### src/rtl/scan_sequencer.sv
// ---------------------------------------------------------------------------
// scan_sequencer
//   Walks a 4-bit select through all sixteen addresses of a downstream
//   4-to-16 decoder. Each address is held for dwell+1 cycles. The walk is
//   ascending (0..15) or descending (15..0). Direction and dwell are captured
//   when the scan starts, so later changes on those inputs do not affect it.
//
//   Optional feature macro: SCAN_WRAP_EN
//     undefined (default): a single pass, which ends with a one-cycle done
//                          pulse.
//     defined            : the sequence wraps around endlessly and never
//                          pulses done. Only stop or rst end the scan.
//
// Ports
//   clk    in   rising-edge clock
//   rst    in   asynchronous active-high reset
//   start  in   request a scan (sampled in IDLE only)
//   stop   in   abort the scan (sampled in SCAN only)
//   down   in   0 = ascending, 1 = descending (sampled with start)
//   dwell  in   extra hold cycles per address (sampled with start)
//   w      out  registered decoder select
//   En     out  registered decoder enable
//   busy   out  high while scanning
//   done   out  one-cycle pulse on normal completion
// ---------------------------------------------------------------------------
module scan_sequencer #(
  parameter int DWELL_W = 4
) (
  input  logic               clk,
  input  logic               rst,
  input  logic               start,
  input  logic               stop,
  input  logic               down,
  input  logic [DWELL_W-1:0] dwell,
  output logic [3:0]         w,
  output logic               En,
  output logic               busy,
  output logic               done
);

  typedef enum logic [1:0] {
    S_IDLE = 2'd0,
    S_SCAN = 2'd1,
    S_DONE = 2'd2
  } state_t;

  localparam logic [DWELL_W-1:0] CNT_ZERO = {DWELL_W{1'b0}};
  localparam logic [DWELL_W-1:0] CNT_ONE  = {{(DWELL_W-1){1'b0}}, 1'b1};

  state_t             r_state;
  logic [3:0]         r_w;
  logic               r_en;
  logic               r_busy;
  logic               r_done;
  logic [DWELL_W-1:0] r_cnt;
  logic [DWELL_W-1:0] r_dwell;
  logic               r_down;

  state_t             w_state_nxt;
  logic [3:0]         w_w_nxt;
  logic               w_en_nxt;
  logic               w_busy_nxt;
  logic               w_done_nxt;
  logic [DWELL_W-1:0] w_cnt_nxt;
  logic [DWELL_W-1:0] w_dwell_nxt;
  logic               w_down_nxt;

  logic               w_hold_done;
  logic               w_last;
  logic [3:0]         w_step;

  assign w_hold_done = (r_cnt == CNT_ZERO);
  assign w_last      = r_down ? (r_w == 4'd0) : (r_w == 4'd15);
  // Modulo-16 arithmetic gives the 15->0 / 0->15 wrap for free.
  assign w_step      = r_down ? (r_w - 4'd1) : (r_w + 4'd1);

  // State register plus the registered outputs and scan context.
  always_ff @(posedge clk or posedge rst) begin
    if (rst) begin
      r_state <= S_IDLE;
      r_w     <= 4'd0;
      r_en    <= 1'b0;
      r_busy  <= 1'b0;
      r_done  <= 1'b0;
      r_cnt   <= CNT_ZERO;
      r_dwell <= CNT_ZERO;
      r_down  <= 1'b0;
    end else begin
      r_state <= w_state_nxt;
      r_w     <= w_w_nxt;
      r_en    <= w_en_nxt;
      r_busy  <= w_busy_nxt;
      r_done  <= w_done_nxt;
      r_cnt   <= w_cnt_nxt;
      r_dwell <= w_dwell_nxt;
      r_down  <= w_down_nxt;
    end
  end

  // Next-state logic. stop outranks stepping. start outranks stop in IDLE.
  always_comb begin
    w_state_nxt = r_state;
    case (r_state)
      S_IDLE: begin
        if (start) begin
          w_state_nxt = S_SCAN;
        end else begin
          w_state_nxt = S_IDLE;
        end
      end
      S_SCAN: begin
        if (stop) begin
          w_state_nxt = S_IDLE;
        end else if (w_hold_done && w_last) begin
`ifdef SCAN_WRAP_EN
          w_state_nxt = S_SCAN;
`else
          w_state_nxt = S_DONE;
`endif
        end else begin
          w_state_nxt = S_SCAN;
        end
      end
      S_DONE:  w_state_nxt = S_IDLE;
      default: w_state_nxt = S_IDLE;
    endcase
  end

  // Next values for the registered outputs. They are keyed on the state
  // being entered, so every output is a flop with no combinational path.
  always_comb begin
    w_w_nxt     = 4'd0;
    w_en_nxt    = 1'b0;
    w_busy_nxt  = 1'b0;
    w_done_nxt  = 1'b0;
    w_cnt_nxt   = CNT_ZERO;
    w_dwell_nxt = r_dwell;
    w_down_nxt  = r_down;
    case (w_state_nxt)
      S_SCAN: begin
        w_en_nxt   = 1'b1;
        w_busy_nxt = 1'b1;
        if (r_state == S_IDLE) begin
          // Capture the scan context and present the first address.
          w_dwell_nxt = dwell;
          w_down_nxt  = down;
          w_cnt_nxt   = dwell;
          w_w_nxt     = down ? 4'd15 : 4'd0;
        end else if (w_hold_done) begin
          w_w_nxt   = w_step;
          w_cnt_nxt = r_dwell;
        end else begin
          w_w_nxt   = r_w;
          w_cnt_nxt = r_cnt - CNT_ONE;
        end
      end
      S_DONE: begin
        w_done_nxt = 1'b1;
      end
      S_IDLE: begin
        w_done_nxt = 1'b0;
      end
      default: begin
        w_done_nxt = 1'b0;
      end
    endcase
  end

  assign w    = r_w;
  assign En   = r_en;
  assign busy = r_busy;
  assign done = r_done;

endmodule

### config.mk
export PLATFORM = sky130hd
export DESIGN_NAME = scan_sequencer
export DESIGN_NICKNAME = d
export VERILOG_FILES = /design/src/rtl/scan_sequencer.sv
export SDC_FILE = /design/constraint.sdc
export NUM_CORES = 1
export LEC_CHECK = 0
export ABC_AREA = 1
export BUFFER_PORTS_ARGS = -buffer_cell sky130_fd_sc_hd__buf_4
export CAP_MARGIN = 20
export CORE_MARGIN = 1
export CORE_UTILIZATION = 46
export DETAILED_ROUTE_END_ITERATION = 8
export GPL_TIMING_DRIVEN = 0
export HOLD_SLACK_MARGIN = 0.03
export PLACE_DENSITY = 0.68
export SLEW_MARGIN = 15
export SYNTH_ARGS = -nofsm -noshare
export SYNTH_HDL_FRONTEND = slang
export SYNTH_SLANG_ARGS = --single-unit
### constraint.sdc
create_clock -name clk -period 1.4 [get_ports clk]
set_input_delay 0.21 -clock clk [delete_from_list [all_inputs] [get_ports clk]]
set_output_delay 0.21 -clock clk [all_outputs]
set_load 0.05 [all_outputs]
==> flow_summary_export.csv, run 1 <==
group,metric,value,unit
sta,drv_slew,0,
finish,syn2layout_area_growth,32.48,%
logic_synthesis,syn_avg_cell_area,8.177,um2
finish,drive_above_1_share,36.88,%
sta,holdWs,0.1040,ns
route,drt_iter0_markers,20,
cts,worstSkewPairLatency,0.31,ns
route,drt_first_pass_iters,4,
logic_synthesis,ys_seq_elements,17,
grt,grt_pass1_wl,3.029,mm
sta,setup_viol,0,
sta,rsz0062_at_grt,"true",
die,dieArea,2210,um2
die,die_w,47.02,um
route,vias,800,
logic_synthesis,ys_warn_count,0,
setup_path,worstPathMaxFanout,6,
sta,tightest_slew,0.6215,ns
logic_synthesis,netlist_instances,114,
power,power_density,2240,nW/um2
cts,cts_buffers,3,
cts,cts_tree,"yes",
grt,grt_use_total,19.92,%
die,start_util,51.20,%
die,die_y,47.02,um
logic_synthesis,synth_area_leaders,"dfrtp_1 46%, nand2_1 12%, inv_1 6.8%, o21ai_0 5.4%, ha_1 4.0%",
logic_synthesis,synth_largest_area_cell,"dfrtp_1",
finish,final_nets,155,
place,dpl-instance-area,1080,um2
grt,grt_pass1_vias,740,
setup_path,worstSetupStartpointType,"flop",
setup_path,slowest_stage,"dfrtp_2",
place,dp_hpwl,1.237,mm
die,ioPinCount,16,
power,power.leakage,0.0006232,uW
sta,timing.final.crit_share,95.37,%
cts,clockBufferDepth,2,
logic_synthesis,ys_seq_area_share,45.64,%
logic_synthesis,ys_types,20,
cts,clock_sinks,17,
setup_path,slowest_delay,0.47,ns
logic_synthesis,synth_edf_count,0,
grt,grt-ovfl-total,0,
finish,diodes,0,
route,viasPerCell,4.819,
grt,antenna_found_initial,0,
grt,grt_max_degree,18,
min_path,hp-class,"primary input to flop",
setup_path,crit_required,1.60,ns
finish,final_cell_area,1235,um2
logic_synthesis,syn_area,932.1,um2
logic_synthesis,synthFlopType,"dfrtp_1",
logic_synthesis,yosys.area.top_type_share,45.64,%
cts,clk_pin_slew,0.10,ns
sta,slew_headroom,58.52,%
setup_path,arrival,1.53,ns
place,gp_congestion,0.7841,
die,core_area,1821,um2
logic_synthesis,synth_most_common_cell,"nand2_1",
route,wl,1.791,mm
route,drc,0,
run_status,status,"finished, final reports clean",
finish,nFillCells,149,
sta,hold_viol,0,
cts,cts_root_buf,"clkbuf_4",
setup_path,cpMostUsedCell,"nand2_1",
setup_path,critPathKind,"flop to flop",
route,wl_per_cell,10.79,um
setup_path,crit_chain,"fa_2 > xnor2_1 > nand2_1 > nand2_1 > a21oi_1",
logic_synthesis,synth_common_cells,"29 x nand2_1, 17 x dfrtp_1, 17 x inv_1",
sta,fmax,0.7490,GHz
flow_run,max-cap-violations,0,
power,total_power,2766,uW
logic_synthesis,syn-num-nets,127,
cts,htreeDepth,1,
place,numPortBuffers,15,
power,ir_drop,0.001096,V
sta,fin_skew,0.01193,ns
sta,period_minus_slack,1.335,ns
setup_path,end_kind,"flop",
route,drt.antenna.violating_nets,0,
die,rows,15,
logic_synthesis,synth-async-reset-ratio,100.0,%
layout make-up:
type / instances / area, um2 / share of cell area [%]
sequential: 17 / 431.7 / 34.95
inverter: 19 / 71.32 / 5.775
timing repair buffer: 23 / 178.9 / 14.49
clock inverter: 1 / 5.005 / 0.4053
multi-input combinational: 77 / 486.7 / 39.41
buffer: 1 / 7.507 / 0.6079
clock buffer: 3 / 22.52 / 1.824
tap: 25 / 31.28 / 2.533
cells by family (layout without fill, tap and decap cells):
kind of cell / Yosys count / count (layout) / synth area share (%)
AND/OR/NAND/NOR: 53 / 53 / 27.25
XOR/XNOR: 1 / 1 / 0.9398
adder cells (fa/ha/maj): 4 / 4 / 6.175
flip-flops: 17 / 17 / 45.64
AO/OA/AOI/OAI: 19 / 19 / 11.54
buffers and inverters: 20 / 47 / 8.457
per-layer routing:
layer	GRT usage (%)	part of all wire (%)	vias up
met5	0	0	-
met4	5.143	1.4	0
met3	6.923	3.7	3
met2	33.33	47	15
met1	24.58	47	366
li1	-	-	416
flip-flops by register name, indices dropped and copies added, names as in the netlist:
signal / count
r_dwell: 4
r_down: 1
busy: 1
r_cnt: 4
w: 4
r_state: 2
done: 1
layout by cell type, fill, tap and decap left out, types with 5 or more instances in the layout:
cell     Yosys  layout
o21ai_0     10       9
dfrtp_2      0       5
nand3_1      6       6
buf_4        1      22
nor2_1       7       7
nand2_1     29      29
dfrtp_1     17      12
inv_1       17      15
repair_timing:
item | in CTS | in global routing
endpoints found under the setup margin | 7 | 9
gates resized for setup | 6 | 11
pin swaps | 3 | 4
setup buffers | 4 | 3
hold endpoints to repair | 17 | 0
hold buffers | 1 | 0
per-stage QoR:
stage / utilization [%] / setup TNS, ns / instances / setup WS [ns]
6_report: 67.84 / 0 / 166 / 0.06488
5_1_grt: 67.84 / -0.04413 / 166 / -0.04106
4_1_cts: 63.71 / 0 / 163 / 0.005815
3_5_place_dp: 59.31 / -0.1496 / 154 / -0.03548
3_3_place_gp: 59.31 / -0.01579 / 154 / -0.01579
2_1_floorplan: - / -0.05123 / 114 / -0.04316
final timing paths:
kind                                             start                     end  slack [ns]  cells after the start
worst max-delay path                  w[0]$_DFFE_PP0P_        w[2]$_DFFE_PP0P_        0.06                      5
worst min-delay path                              stop    r_state[1]$_DFF_PP0_        0.10                      2
worst max register to register        w[0]$_DFFE_PP0P_        w[2]$_DFFE_PP0P_        0.06                      5
worst min register to register  r_dwell[1]$_DFFE_PP0P_  r_dwell[1]$_DFFE_PP0P_        0.53                      2
max in group asynchronous                          rst        w[3]$_DFFE_PP0P_        0.44                      3
min in group asynchronous                          rst        w[0]$_DFFE_PP0P_        0.53                      3
report_power, final:
group          internal, uW  switching [uW]
registers               672             168
clock network           107             162
logic                   688             969
critical path: cells and delay by family (launching register included):
family | cells | cell delay (ns)
DFF | 1 | 0.47
AOI/OAI and AO/OA | 1 | 0.06
and+or+nand+nor | 2 | 0.14
adders and majority gates | 1 | 0.39
xor gates and xnor gates | 1 | 0.16
No activity file was read; power rests on OpenSTA's default activity.
==> run 2, diff against run 1 <==
--- a/config.mk
+++ b/config.mk
@@ -13,7 +13,7 @@
 export DETAILED_ROUTE_END_ITERATION = 8
 export GPL_TIMING_DRIVEN = 0
 export HOLD_SLACK_MARGIN = 0.03
-export PLACE_DENSITY = 0.68
+export PLACE_DENSITY = 0.67
 export SLEW_MARGIN = 15
 export SYNTH_ARGS = -nofsm -noshare
 export SYNTH_HDL_FRONTEND = slang
==> run 2 against run 1 <==
Wire length rose by 4.6%. Sequential power barely moved. Sequential share of layout area fell by 0.35 points. Largest power group unchanged.
==> flow_summary_export.csv, run 2 (same netlist as run 1, synthesis figures left out) <==
group,metric,value,unit
run_status,status,"finished, final reports clean",
grt,grt_pass1_wl,3.215,mm
sta,slew_headroom,57.81,%
sta,timing.setup.tns,0,ns
route,drt_iter0_markers,7,
flow_run,max-cap-violations,0,
power,ir_drop,0.001266,V
route,drc,0,
min_path,hp-class,"primary input to flop",
cts,htreeDepth,1,
place,dp_hpwl,1.260,mm
sta,timing.final.crit_share,98.01,%
die,start_util,51.20,%
grt,grt_max_degree,18,
setup_path,worstSetupStartpointType,"flop",
route,viasPerCell,4.780,
die,rows,15,
die,die_y,47.02,um
grt,grt_pass1_vias,781,
finish,final_nets,157,
power,power.leakage,0.0006300,uW
sta,drv_slew,0,
sta,hold_viol,0,
cts,worstSkewPairLatency,0.29,ns
place,dp.cells,154,
cts,clock_sinks,17,
setup_path,crit_required,1.58,ns
setup_path,worstPathMaxFanout,6,
finish,diodes,0,
sta,rsz0062_at_grt,"true",
setup_path,critPathKind,"flop to flop",
grt,grt-ovfl-total,0,
sta,fin_skew,0.0009814,ns
route,drt_first_pass_iters,4,
sta,period_minus_slack,1.372,ns
place,gp_congestion,0.7949,
sta,setup_viol,0,
grt,grt_use_total,21.12,%
route,drt.antenna.violating_nets,0,
place,numPortBuffers,15,
route,wl,1.874,mm
die,core_area,1821,um2
die,dieArea,2210,um2
route,vias,803,
setup_path,arrival,1.55,ns
cts,cts_root_buf,"clkbuf_4",
setup_path,end_kind,"flop",
route,wl_per_cell,11.15,um
cts,cts_buffers,3,
sta,fmax,0.7288,GHz
grt,antenna_found_initial,0,
finish,syn2layout_area_growth,33.42,%
sta,tightest_slew,0.6322,ns
power,power_density,2252,nW/um2
finish,stdcell_count,168,
finish,drive_above_1_share,35.66,%
finish,final_common_cell,"nand2_1",
finish,mostFrequentLayoutCells,"29 x nand2_1, 24 x buf_4, 15 x inv_1",
sta,fin_ws,0.02782,ns
die,die_w,47.02,um
die,ioPinCount,16,
cts,clk_pin_slew,0.09,ns
sta,holdWs,0.1031,ns
power,total_power,2801,uW
cts,cts_tree,"yes",
cts,clockBufferDepth,2,
place,dp_slack,-0.05327,ns
==> run 2: final timing paths <==
path / from / end / slack (ns) / cells after the start
max in group asynchronous: rst / r_down$_DFFE_PP0P_ / 0.40 / 3
min in group asynchronous: rst / busy$_DFF_PP0_ / 0.56 / 3
max reg2reg: r_cnt[1]$_DFF_PP0_ / w[1]$_DFFE_PP0P_ / 0.03 / 7
min: stop / r_state[1]$_DFF_PP0_ / 0.10 / 2
min reg2reg: r_dwell[1]$_DFFE_PP0P_ / r_dwell[1]$_DFFE_PP0P_ / 0.50 / 2
max: r_cnt[1]$_DFF_PP0_ / w[1]$_DFFE_PP0P_ / 0.03 / 7
==> run 2: worst max-delay path, stage by stage, from the launching register on <==
cell and delay (ns):
dfrtp_1 0.39, inv_2 0.08, ha_4 0.15, nand2_4 0.05, nor2_4 0.19, nand2_4 0.10
a21oi_4 0.22, a21oi_1 0.07
==> run 2: area by class of cell <==
cell class	count	area, um2
flip-flops and latches	17	430.4
multi-input cells	77	483.0
well taps	25	31.28
fillers	152	576.8
plain buffers	1	7.507
clock buffers	4	26.28
repair buffers	25	193.9
inverters	19	71.32
==> run 2: metrics by stage <==
stage          utilization (%)  area (um2)
5_1_grt                  68.32        1244
3_5_place_dp             59.31        1080
4_1_cts                  65.98        1201
2_1_floorplan                -       935.9
3_3_place_gp             59.31        1080
6_report                 68.32        1244
==> run 2: report_power, final <==
group	switching [uW]	internal (uW)	total [uW]
combinational	974	724	1700
sequential	169	670	840
clock	152	111	263
total	1290	1510	2800
==> run 2: repair_timing <==
action,CTS,global route
hold buffers,1,0
hold endpoints to repair,17,0
pin swaps,6,6
resized for setup,11,4
setup endpoints to repair,7,13
buffers inserted,6,3
==> run 2: per-layer routing <==
metal  GRT usage [%]  vias to the layer above  wire [um]
met5               0                        -          0
met4           6.857                        0         20
met3           5.769                        5         65
met2           35.28                       19        897
met1           26.51                      360        891
li1                -                      419          -
